**config.mk**
```make
export PLATFORM = sky130hd
export DESIGN_NAME = univ_shift_reg
export DESIGN_NICKNAME = d
export VERILOG_FILES = /design/src/rtl/univ_shift_reg.sv
export SDC_FILE = /design/constraint.sdc
export NUM_CORES = 1
export LEC_CHECK = 0
export ABC_AREA = 1
export CAP_MARGIN = 10
export CORE_AREA = 2 2 67 69
export CTS_CLUSTER_DIAMETER = 40
export DETAILED_ROUTE_END_ITERATION = 8
export DIE_AREA = 0 0 69 71
export PLACE_DENSITY = 0.58
export SKIP_LAST_GASP = 1
export SLEW_MARGIN = 25
export SYNTH_ARGS = -nofsm -noshare
export SYNTH_HDL_FRONTEND = slang
export SYNTH_SLANG_ARGS = --single-unit
```
**constraint.sdc**
```tcl
create_clock -name clk -period 2.3 [get_ports clk]
set_clock_uncertainty 0.15 [all_clocks]
set_input_delay 0.345 -clock clk [delete_from_list [all_inputs] [get_ports clk]]
set_output_delay 0.345 -clock clk [all_outputs]
set_load 0.03 [all_outputs]
```
**src/rtl/univ_shift_reg.sv**
```systemverilog
// Universal shift register: hold, shift, rotate, load and clear operations.
// A start pulse runs a burst of nshift steps that stalls while en is low.
module univ_shift_reg #(
  parameter int WIDTH = 8,
  parameter int CNT_W = 4
) (
  input  logic             clk,
  input  logic             rst,
  input  logic             en,
  input  logic [2:0]       mode,
  input  logic [WIDTH-1:0] D,
  input  logic             sin_r,
  input  logic             sin_l,
  input  logic             start,
  input  logic [CNT_W-1:0] nshift,
  output logic [WIDTH-1:0] Q,
  output logic             sout_r,
  output logic             sout_l,
  output logic             busy,
  output logic             done
);

  typedef enum logic {
    S_IDLE,
    S_BURST
  } state_e;

  localparam logic [2:0] M_HOLD = 3'b000;
  localparam logic [2:0] M_SHR  = 3'b001;
  localparam logic [2:0] M_SHL  = 3'b010;
  localparam logic [2:0] M_ROR  = 3'b011;
  localparam logic [2:0] M_ROL  = 3'b100;
  localparam logic [2:0] M_LOAD = 3'b101;
  localparam logic [2:0] M_CLR  = 3'b110;

  localparam logic [CNT_W-1:0] CNT_ONE = CNT_W'(1);

  state_e           state_q, state_d;
  logic [WIDTH-1:0] q_q, q_d;
  logic [CNT_W-1:0] cnt_q, cnt_d;
  logic [2:0]       burst_mode_q, burst_mode_d;
  logic             done_q, done_d;

  logic step_mode;
  logic start_burst;
  logic last_step;

  function automatic logic [WIDTH-1:0] apply_op(
    input logic [2:0]       op,
    input logic [WIDTH-1:0] cur,
    input logic [WIDTH-1:0] din,
    input logic             sr,
    input logic             sl
  );
    logic [WIDTH-1:0] res;
    res = cur;
    case (op)
      M_HOLD: res = cur;
      M_SHR:  res = {sr, cur[WIDTH-1:1]};
      M_SHL:  res = {cur[WIDTH-2:0], sl};
      M_ROR:  res = {cur[0], cur[WIDTH-1:1]};
      M_ROL:  res = {cur[WIDTH-2:0], cur[WIDTH-1]};
      M_LOAD: res = din;
      M_CLR:  res = '0;
      default: res = cur;
    endcase
    return res;
  endfunction

  assign step_mode   = (mode >= M_SHR) && (mode <= M_ROL);
  assign start_burst = start && (nshift != '0) && step_mode;
  assign last_step   = (cnt_q == CNT_ONE);

  // State register
  always_ff @(posedge clk) begin
    if (rst) begin
      state_q      <= S_IDLE;
      q_q          <= '0;
      cnt_q        <= '0;
      burst_mode_q <= M_HOLD;
      done_q       <= 1'b0;
    end else begin
      state_q      <= state_d;
      q_q          <= q_d;
      cnt_q        <= cnt_d;
      burst_mode_q <= burst_mode_d;
      done_q       <= done_d;
    end
  end

  // Next-state logic
  always_comb begin
    state_d = state_q;
    case (state_q)
      S_IDLE: begin
        if (en && start_burst && (nshift != CNT_ONE)) begin
          state_d = S_BURST;
        end
      end
      S_BURST: begin
        if (en && last_step) begin
          state_d = S_IDLE;
        end
      end
      default: state_d = S_IDLE;
    endcase
  end

  // Datapath: the first burst step happens in the start cycle,
  // so the counter holds the steps still outstanding after it.
  always_comb begin
    q_d          = q_q;
    cnt_d        = cnt_q;
    burst_mode_d = burst_mode_q;
    done_d       = 1'b0;
    if (en) begin
      if (state_q == S_BURST) begin
        q_d    = apply_op(burst_mode_q, q_q, D, sin_r, sin_l);
        cnt_d  = cnt_q - CNT_ONE;
        done_d = last_step;
      end else if (start_burst) begin
        q_d          = apply_op(mode, q_q, D, sin_r, sin_l);
        burst_mode_d = mode;
        cnt_d        = nshift - CNT_ONE;
        done_d       = (nshift == CNT_ONE);
      end else begin
        q_d = apply_op(mode, q_q, D, sin_r, sin_l);
      end
    end
  end

  // Outputs
  always_comb begin
    Q      = q_q;
    sout_r = q_q[0];
    sout_l = q_q[WIDTH-1];
    busy   = (state_q == S_BURST);
    done   = done_q;
  end

endmodule

```
==> results.toml <==
[clock_tree]
cts_tree = "done"
numClockSinks = 17
worstSkewPairLatency_ns = 0.26
cts_resized = 0
clockRootBuffer = "clkbuf_8"
cts_buffer_depth = 2
post_cts.repair.setup_buffers = 0
htree_levels = 1
cts_buffers = 3
clk_pin_slew_ns = 0.07
ctsHoldBuffers = 0

[run]
cap_viol_max_count = 0

[hold_path]
min_from = "cnt_q[1]$_SDFFE_PP0P_"
hp-class = "reg -> reg"

[sta]
setup_violations = 0
clock.fmax_mhz = 512
rsz0062_at_grt = "false"
slew_headroom_pct = 75.3
tightest_slew_ns = 0.370
setup_ws_ns = 0.348
hold_viol = 0
period_needed_ns = 1.95
drv_slew = 0
fin_crit_sh_pct = 84.9
finalSetupTns_ns = 0

[pwr]
cellPowerDensity_nw_per_um2 = 446
peakVddDrop_mv = 0.181
p_total_w = 0.000836
p_leak_nw = 0.783

[detailed_routing]
vias = 1648
drt_first_pass_iters = 4
viasPerCell = 5.01
detail-route-antenna-nets = 0
first_iter_violations = 90
drc = 0
wire_per_inst_um = 12.2
wirelength_mm = 4.00

[floorplan]
core_area_um2 = 4200
dieArea_um2 = 4900
die_x_um = 69
die_h_um = 71
pin_count = 33
core.rowCount = 24
start_util_pct = 34.8

[yosys]
synth_top_cell_by_area = "dfxtp_1"
synthesis.instances = 245
synth_top_family_by_area = "simple AND/OR/NAND/NOR gates"
synthXorXnorAreaFrac_pct = 0.599
yosysMostFrequentCell = "nand2_1"
synth_edf_count = 0
ys_ff_latch = 17
ys_async_sr_fraction_pct = 0
synth-compound-area-share_pct = 15.3
yosysUniqueCellTypes = 25
synthAdderAreaFrac_pct = 3.42
avgSynthCellArea_um2 = 5.96
synth_fp_nets = 270
synth-main-ff-cell = "dfxtp_1"
synth_mux_area_share_pct = 0.685
synthTopCellsByArea = "dfxtp_1, nand2_1, nand3_1, a21oi_1, inv_1"
synthSimpleGateAreaFrac_pct = 44.9
synth_area_um2 = 1460
synth_top_cell_area_share_pct = 23.3
ys_warn_count = 0
yosysSeqAreaShare_pct = 23.3
synth_commonest_cells = "nand2_1, nand3_1, a21oi_1"

[layout]
regArea_um2 = 340
utilization_pct = 44.6
nets = 303
multiInputGateArea_um2 = 948
antenna_cells_inserted = 0
fillers = 466
drive_gt1_share_pct = 11.2
syn2layout_area_growth_pct = 28.2

[critical_path]
path_cells = "clkdlybuf4s50_1"
cp_top_family = "buffers and inverters"
worst-path-buf-inv = 1
rrSetupSlack_ns = 0.75
r2r_start = "burst_mode_q[2]$_SDFFE_PP0P_"
critPathLaunchType = "flop"
required_ns = 1.80
max_stage_delay_ns = 0.73
startpoint = "Q[0]$_SDFFE_PP0P_"
critPathKind = "reg -> out"
cp_slowest_cell = "clkdlybuf4s50_1"
cp.arrival_ns = 1.46
cp-end-kind = "primary output"
path_max_fanout = 7

[placement]
hpwl_mm = 3.04
pre_cts_ws_ns = 0.176
routabilityCongestion = 0.818
port-buffer-count = 32

[global_routing]
grt_max_degree = 15
antenna_found_initial = 0
grt_pass1_wl_mm = 7.09
grt_usage_pct = 17.6
grt_overflow = 0
grt_pass1_vias = 1523

[outcome]
status = "completed"
==> where the power goes <==
group,switching [W],internal [W],total (W)
Sequential,0.0000230,0.000310,0.000333
Combinational,0.000157,0.000108,0.000265
Clock,0.000115,0.000122,0.000238
Total,0.000296,0.000541,0.000836
==> layout by cell type, fill, tap and decap left out <==
master and n:
nand2_2 4, nor2_4 2, ha_1 4, nand2_1 77, clkbuf_8 3, mux2i_1 1, nor2_2 2, o21ai_0 6
nor3_4 2, a31oi_1 1, nand3_2 3, inv_2 7, dfxtp_1 17, o21ai_2 3, o22ai_1 1, a21oi_1 28
nand4_1 6, buf_4 4, nor2_1 11, inv_1 25, o21ai_1 3, clkdlybuf4s50_1 32, nand3_1 33, xor2_1 1
clkinvlp_4 1
==> cell type report <==
cell class	instances	area share [%]
clock buffer	3	2.20
sequential	17	18.2
multi-input combinational	188	50.6
inverter	32	6.41
timing repair buffer	36	18.7
tap	52	3.47
clock inverter	1	0.401
==> per-stage QoR <==
stage,std cells,area (µm²),hold slack (ns)
2_1_floorplan,245,1460,0.314
3_3_place_gp,325,1820,0.350
3_5_place_dp,325,1820,0.340
4_1_cts,329,1870,0.352
5_1_grt,329,1870,0.365
6_report,329,1870,0.348
==> kinds of logic after synthesis <==
family                     Yosys count
xor gates and xnor gates             1
DFF                                 17
buffers and inverters               40
AOI/OAI and AO/OA                   42
muxes                                1
adders and majority gates            4
and+or+nand+nor                    140
==> routing by layer <==
metal / GRT usage (%) / vias to the layer above / routed length [µm]
met5: 0 / - / 0
met4: 5.66 / 0 / 53
met3: 3.28 / 6 / 290
met2: 27.5 / 45 / 1750
met1: 24.5 / 731 / 1910
li1: - / 866 / -
==> worst register-to-register path, delay by kind of cell, from the launching register on <==
kind,cells,cell delay [ns]
and+or+nand+nor,7,0.68
buffers and inverters,2,0.14
DFF,1,0.47
==> registers in the layout, summed over array words and instances (netlist names) <==
| register | flops |
|---|---|
| busy | 1 |
| Q | 8 |
| cnt_q | 4 |
| burst_mode_q | 3 |
| done | 1 |
==> path summary, 6_finish.rpt <==
| check | endpoint | depth (start not counted) |
|---|---|---|
| worst min-delay path | cnt_q[1]$_SDFFE_PP0P_ | 2 |
| worst max register to register | Q[7]$_SDFFE_PP0P_ | 9 |
| worst max-delay path | Q[0] | 1 |
| worst min register to register | cnt_q[1]$_SDFFE_PP0P_ | 2 |
Power figures use the tool's default switching activity.
